## src/rtl/player_motion_ctrl.sv

```systemverilog
// player_motion_ctrl: owns the player position and heading and updates them
// once per frame tick from four movement keys. Wall collisions are resolved
// against a 16x16 maze ROM (64 world units per cell) with axis sliding.
// Outputs change only at a commit, so they stay stable while a frame is drawn.
//
// Ports:
//   clock, resetn           system clock, async active-low reset
//   frame_tick              frame-rate level; its rising edge starts an update
//   move_fwd, move_back     step along / against the heading
//   turn_left, turn_right   heading +1 / -1 (mod 32)
//   map_addr, map_data      map ROM address {cellY, cellX}; wall bit, 1-cycle latency
//   playerX, playerY        committed position, 0..1023
//   angle_X, angle_Y        COS/SIN of the heading, Q2.8
//   update_done             one-cycle pulse at the end of each update
//   busy                    high whenever an update is in progress
module player_motion_ctrl #(
  parameter int START_X       = 96,
  parameter int START_Y       = 96,
  parameter int START_HEADING = 0,
  parameter int STEP_SHIFT    = 4
) (
  input  logic               clock,
  input  logic               resetn,
  input  logic               frame_tick,
  input  logic               move_fwd,
  input  logic               move_back,
  input  logic               turn_left,
  input  logic               turn_right,
  output logic [7:0]         map_addr,
  input  logic               map_data,
  output logic signed [12:0] playerX,
  output logic signed [12:0] playerY,
  output logic signed [9:0]  angle_X,
  output logic signed [9:0]  angle_Y,
  output logic               update_done,
  output logic               busy
);

  typedef enum logic [2:0] {
    S_IDLE, S_TURN, S_CAND, S_READ, S_CHECK, S_DONE
  } state_t;

  state_t             state, state_nx;
  logic               tick_q, tick_rise;
  logic               fwd_only, back_only;
  logic [4:0]         heading, heading_nx;
  logic [1:0]         attempt;
  logic signed [12:0] cand_x, cand_y;
  logic signed [12:0] att_x, att_y;
  logic signed [12:0] dir_x, dir_y, step_x, step_y;
  logic               att_ok;

  // round(256*sin(2*pi*h/32)) built from a quarter-wave table.
  function automatic logic signed [9:0] sin_lut(input logic [4:0] h);
    logic [3:0]         k;
    logic signed [9:0]  m;
    k = h[3:0];
    if (k > 4'd8) k = 4'd0 - k;
    case (k)
      4'd0:    m = 10'sd0;
      4'd1:    m = 10'sd50;
      4'd2:    m = 10'sd98;
      4'd3:    m = 10'sd142;
      4'd4:    m = 10'sd181;
      4'd5:    m = 10'sd213;
      4'd6:    m = 10'sd237;
      4'd7:    m = 10'sd251;
      default: m = 10'sd256;
    endcase
    return h[4] ? -m : m;
  endfunction

  function automatic logic signed [9:0] cos_lut(input logic [4:0] h);
    return sin_lut(h + 5'd8);
  endfunction

  assign tick_rise = frame_tick & ~tick_q;
  assign fwd_only  = move_fwd & ~move_back;
  assign back_only = move_back & ~move_fwd;

  always_comb begin
    heading_nx = heading;
    if (turn_left && !turn_right)      heading_nx = heading + 5'd1;
    else if (turn_right && !turn_left) heading_nx = heading - 5'd1;
  end

  // Backward motion negates the vector before the floor shift, so it is the
  // same step as moving forward along the opposite heading.
  always_comb begin
    dir_x = {{3{angle_X[9]}}, angle_X};
    dir_y = {{3{angle_Y[9]}}, angle_Y};
    if (back_only) begin
      dir_x = -dir_x;
      dir_y = -dir_y;
    end
    step_x = dir_x >>> STEP_SHIFT;
    step_y = dir_y >>> STEP_SHIFT;
  end

  // Attempt order: full move, X only, Y only.
  always_comb begin
    case (attempt)
      2'd0: begin
        att_x = cand_x;
        att_y = cand_y;
      end
      2'd1: begin
        att_x = cand_x;
        att_y = playerY;
      end
      default: begin
        att_x = playerX;
        att_y = cand_y;
      end
    endcase
    att_ok = (att_x[12:10] == 3'b000) && (att_y[12:10] == 3'b000) &&
             !((att_x == playerX) && (att_y == playerY));
  end

  always_ff @(posedge clock or negedge resetn) begin
    if (!resetn) state <= S_IDLE;
    else         state <= state_nx;
  end

  always_comb begin
    state_nx = state;
    case (state)
      S_IDLE:  if (tick_rise) state_nx = S_TURN;
      S_TURN:  state_nx = S_CAND;
      S_CAND:  state_nx = (fwd_only || back_only) ? S_READ : S_DONE;
      S_READ: begin
        if (att_ok)                 state_nx = S_CHECK;
        else if (attempt == 2'd2)   state_nx = S_DONE;
      end
      S_CHECK: begin
        if (!map_data || attempt == 2'd2) state_nx = S_DONE;
        else                              state_nx = S_READ;
      end
      S_DONE:  state_nx = S_IDLE;
      default: state_nx = S_IDLE;
    endcase
  end

  // The address is presented during S_READ so the synchronous ROM output is
  // valid throughout S_CHECK.
  always_comb begin
    busy        = (state != S_IDLE);
    update_done = (state == S_DONE);
    map_addr    = '0;
    if (state == S_READ) map_addr = {att_y[9:6], att_x[9:6]};
  end

  always_ff @(posedge clock or negedge resetn) begin
    if (!resetn) begin
      tick_q  <= 1'b0;
      heading <= 5'(START_HEADING);
      angle_X <= cos_lut(5'(START_HEADING));
      angle_Y <= sin_lut(5'(START_HEADING));
      playerX <= 13'(START_X);
      playerY <= 13'(START_Y);
      cand_x  <= '0;
      cand_y  <= '0;
      attempt <= '0;
    end else begin
      tick_q <= frame_tick;
      case (state)
        S_TURN: begin
          heading <= heading_nx;
          angle_X <= cos_lut(heading_nx);
          angle_Y <= sin_lut(heading_nx);
        end
        S_CAND: begin
          cand_x  <= playerX + step_x;
          cand_y  <= playerY + step_y;
          attempt <= '0;
        end
        S_READ: begin
          if (!att_ok) attempt <= attempt + 2'd1;
        end
        S_CHECK: begin
          if (!map_data) begin
            playerX <= att_x;
            playerY <= att_y;
          end else begin
            attempt <= attempt + 2'd1;
          end
        end
        default: ;
      endcase
    end
  end

endmodule

```

## config.mk

```make
export PLATFORM = sky130hd
export DESIGN_NAME = player_motion_ctrl
export DESIGN_NICKNAME = d
export VERILOG_FILES = /design/src/rtl/player_motion_ctrl.sv
export SDC_FILE = /design/constraint.sdc
export NUM_CORES = 1
export LEC_CHECK = 0
export CAP_MARGIN = 20
export CORE_ASPECT_RATIO = 0.8
export CORE_MARGIN = 10
export CORE_UTILIZATION = 44
export DETAILED_ROUTE_END_ITERATION = 10
export PLACE_DENSITY_LB_ADDON = 0.1
export SYNTH_ARGS = -nofsm -noshare
export SYNTH_HDL_FRONTEND = slang
export SYNTH_SLANG_ARGS = --single-unit
```

## constraint.sdc

```tcl
create_clock -name clock -period 4.5 [get_ports clock]
set_input_delay 0.45 -clock clock [delete_from_list [all_inputs] [get_ports clock]]
set_output_delay 0.45 -clock clock [all_outputs]
set_load 0.03 [all_outputs]
```

==> results of run 1 <==
## stage by stage
stage	cell area (um^2)	std cells	util, %	hold WS (ns)
finish	7140	869	54.7	0.172
global route	7140	869	54.7	0.233
CTS	7140	869	54.7	0.195
detailed placement	6780	853	52.0	0.485
global placement	6780	853	52.0	0.480
floorplan	5980	633	-	0.154
## registers in the layout (all words and copies together), names as in the netlist
register and count:
playerX 13, cand_y 13, cand_x 13, playerY 13
angle_Y 10, tick_q 1, angle_X 10, heading 5
state 3, attempt 2
## cells by family (layout without fill, tap and decap cells)
logic type      after synthesis  count (layout)  share of synthesized area (%)
compound gates              163             163                           18.2
simple gates                161             161                           13.0
flops                        83              83                           34.9
xor+xnor                     81              81                           11.9
mux                          55              55                           10.1
buf+inv                      50             111                           3.29
fa+ha+maj                    40              40                           8.63
## critical path: stages (launching register included)
cell,delay [ns]
sky130_fd_sc_hd__dfrtp_1,0.40
sky130_fd_sc_hd__or4_1,0.59
sky130_fd_sc_hd__or3_1,0.41
sky130_fd_sc_hd__o41ai_2,0.42
sky130_fd_sc_hd__mux2i_1,0.29
sky130_fd_sc_hd__ha_1,0.42
sky130_fd_sc_hd__a21oi_1,0.37
sky130_fd_sc_hd__nor2b_1,0.09
sky130_fd_sc_hd__a221o_1,0.30
sky130_fd_sc_hd__a31oi_1,0.21
sky130_fd_sc_hd__xnor2_1,0.14
sky130_fd_sc_hd__o21ai_0,0.08
## layout make-up
type / count / area share (%)
Clock inverter: 5 / 1.75
Clock buffer: 11 / 3.26
Tap cell: 175 / 3.07
Timing Repair Buffer: 72 / 9.74
Inverter: 23 / 1.24
Multi-Input combinational cell: 500 / 51.8
Sequential cell: 83 / 29.2
## how the worst min path moves through the flow
stage / slack (ns) / cells past startpoint / endpoint / from
4_1_cts: 0.20 / 1 / playerX[9] / resetn
3_5_place_dp: 0.48 / 1 / heading[4] / heading[4]
3_3_place_gp: 0.48 / 1 / heading[4] / heading[4]
6_report: 0.17 / 1 / playerX[9] / resetn
2_1_floorplan: 0.15 / 0 / angle_X[0] / resetn
5_1_grt: 0.23 / 1 / playerX[9] / resetn
## cell usage in the layout, fill, tap and decap left out, types with 4 or more instances in the layout
| master | n |
|---|---|
| sky130_fd_sc_hd__dfrtp_1 | 78 |
| sky130_fd_sc_hd__nand2_1 | 73 |
| sky130_fd_sc_hd__clkdlybuf4s50_1 | 62 |
| sky130_fd_sc_hd__o21ai_0 | 59 |
| sky130_fd_sc_hd__xnor2_1 | 57 |
| sky130_fd_sc_hd__ha_1 | 38 |
| sky130_fd_sc_hd__mux2_2 | 35 |
| sky130_fd_sc_hd__a21oi_1 | 32 |
| sky130_fd_sc_hd__nor2_1 | 26 |
| sky130_fd_sc_hd__xor2_1 | 24 |
| sky130_fd_sc_hd__inv_1 | 21 |
| sky130_fd_sc_hd__mux2i_1 | 18 |
| sky130_fd_sc_hd__a21o_1 | 13 |
| sky130_fd_sc_hd__nor4_1 | 10 |
| sky130_fd_sc_hd__buf_4 | 10 |
| sky130_fd_sc_hd__clkbuf_16 | 9 |
| sky130_fd_sc_hd__nand3_1 | 7 |
| sky130_fd_sc_hd__o31ai_1 | 6 |
| sky130_fd_sc_hd__or3_1 | 6 |
| sky130_fd_sc_hd__o21bai_1 | 6 |
| sky130_fd_sc_hd__nor3_1 | 6 |
| sky130_fd_sc_hd__a31oi_1 | 5 |
| sky130_fd_sc_hd__nand3b_1 | 5 |
| sky130_fd_sc_hd__a311oi_1 | 5 |
| sky130_fd_sc_hd__dfstp_2 | 5 |
| sky130_fd_sc_hd__and3_1 | 4 |
| sky130_fd_sc_hd__o21ai_1 | 4 |
| sky130_fd_sc_hd__bufinv_16 | 4 |
## per-layer routing
layer | wire (um) | up-vias | track usage [%]
met5 | 0 | - | 0
met4 | 201 | 0 | 4.09
met3 | 1070 | 13 | 4.68
met2 | 6360 | 114 | 22.9
met1 | 7330 | 2309 | 23.3
li1 | - | 2379 | -
==> impl.org, run 1 <==
** Outcome
- Result of the run :: completed

** Synthesis
- #FFs+latches synth :: 83
- Top area cells in the synthesized netlist :: sky130_fd_sc_hd__dfrtp_1 33%, sky130_fd_sc_hd__xnor2_1 8.4%, sky130_fd_sc_hd__ha_1 8.0%, sky130_fd_sc_hd__mux2_2 6.6%, sky130_fd_sc_hd__o21ai_0 4.9%
- Count leader, synth :: sky130_fd_sc_hd__dfrtp_1
- Yosys mapped a number of flops with a built-in enable equal to 0.
- The number of different library cells used by synthesis comes to 70.
- After synthesis, the most frequently instantiated cells are 78 x sky130_fd_sc_hd__dfrtp_1, 73 x sky130_fd_sc_hd__nand2_1, 59 x sky130_fd_sc_hd__o21ai_0, 57 x sky130_fd_sc_hd__xnor2_1, 38 x sky130_fd_sc_hd__ha_1.
- The share of the Yosys chip area taken by registers is 34.9%.
- When the netlist entered floorplanning its net count stood at just under 700.
- Fraction of synthesized cell area taken by the top area cell type :: 32.7%
- Number of instances in the synthesized netlist :: between 600 and 700
- Averaged over all synthesized cells, the footprint is 9.44 um^2.
- The most used flip-flop cell after synthesis is sky130_fd_sc_hd__dfrtp_1.
- Synth warn :: 0
- Post-Synthesis Cell Area :: 5980 um^2
- Proportion of synthesized flip-flops having asynchronous set or reset :: 100%
- Of all cell types, the one taking the most synthesized area is sky130_fd_sc_hd__dfrtp_1.

** Floorplanning
- The floorplan step defined a die boundary enclosing 18700 um^2.
- In this run the vertical extent of the chip is 124 um.
- The core region is around 13000 um^2.
- Die Span X :: 150 um
- # IOs :: 64
- Initial core utilization :: a little under half
- Number of cell rows :: 37

** Clock tree
- After clock tree synthesis, the clock-pin slew on the worst setup and hold paths is 0.07 ns.
- Count of hold-fix buffers inserted at cts :: 0
- Once the clock tree was built, the setup fixing pass inserted 0 buffers.
- Clock tree from TritonCTS :: yes
- H-Tree Level Count :: 3
- CTS-repair resized insts :: 0
- Clock tree synthesis inserted a total of 9 buffers.
- Sinks on the clock net :: 83
- Cell at the root of the clock tree :: sky130_fd_sc_hd__clkbuf_16
- Worst skew pair latency :: 0.35 ns
- Maximum buffer depth of the clock tree :: 2

** STA
- Tcrit/Tclk final :: 86.5%
- After layout, the worst setup slack is a little over 0.6 ns.
- For the final database, setup skew stands at 0.0102 ns.
- Relative slew slack :: a little under two fifths
- Sum of negative setup slack :: 0 ns
- Final number of setup-violating endpoints :: 0
- The final number of hold-violating endpoints was 0.
- Setup repair after global routing left no endpoint under its margin.
- Min Clock Period, post-route :: around 3.9 ns
- Max frequency :: around 260 MHz
- Number of slew-limit violations in the final report :: 0
- For the pin with the worst max-slew slack, the measured transition is 0.921 ns.

** Global route
- Entering global routing, the biggest net connects 58 pins.
- The number of antenna violations at the first check in global routing was 0.
- The via count of the first global-routing pass came to about 4.6k.
- The total overflow left after global routing is 0.
- Overall routing resource usage :: between 10% and 20%
- Wire length of the first global-routing pass :: 24600 um

** Route
- Post-DR wirelength/cell :: 17.2 um
- The first TritonRoute pass finished after 4 iterations.
- Summed over all layers, the routed wires come to around 15000 um.
- In the routed design, unresolved DRC markers number 0.
- Drt initial violations :: 251
- Once detail routing completed, the nets flagged for antenna violations numbered 0.
- Using the TritonRoute via totals, the vias-per-cell ratio works out to 5.54.
- Via Count :: 4815

** Placed design
- Hpwl dp :: 11300 um
- Routability cong. :: slightly above 0.9
- Worst setup slack before clock tree synthesis :: 0.365 ns
- During placement, the flow inserted port buffers numbering 63.

** Critical path
- The worst setup path is launched from a flop.
- The critical path ends at cand_y[12].
- The worst setup path is of the flop to flop kind.
- In this run the critical register-to-register path is captured at cand_y[12].
- Register-to-Register Setup Slack :: 0.61 ns
- The number of cells on the worst reg-to-reg path is 11.
- Data on the critical path arrives at its endpoint at 4.08 ns.
- STA puts the critical path data required time at 4.69 ns.
- Crit path capture type :: flop
- Crit path max fanout :: 5
- In this run the worst setup path begins at angle_Y[1].
- In this run the critical register-to-register path is launched from angle_Y[1].

** Worst hold path
- Worst min-delay path class :: input pin to async pin

** Flow run
- Across the run, the number of max-cap violations was 0.

** Cells and area
- FF+latch area :: between 2000 and 2500 um^2
- The area growth from synthesis to layout is 19.5%.
- Area used by multi-input combinational logic :: 3700 um^2
- In the final layout, the share of cells above drive strength 1 is between 10 and 15%.
- # fillers :: 1185
- 0 antenna diodes ended up in the layout.
- The final layout contains 737 nets.
Power of run 1 is not shown: default switching activity piles up to over one toggle a cycle in this logic, so the estimate is an artifact.
==> run 2: changes to the inputs <==
--- a/config.mk
+++ b/config.mk
@@ -5,6 +5,7 @@
 export SDC_FILE = /design/constraint.sdc
 export NUM_CORES = 1
 export LEC_CHECK = 0
+export ABC_CLOCK_PERIOD_IN_PS = 4500
 export CAP_MARGIN = 20
 export CORE_ASPECT_RATIO = 0.8
 export CORE_MARGIN = 10
==> results of run 2 <==
Final layout, timing and power as in run 1 (identical DEF).
Power of run 2 is left out for the same reason.
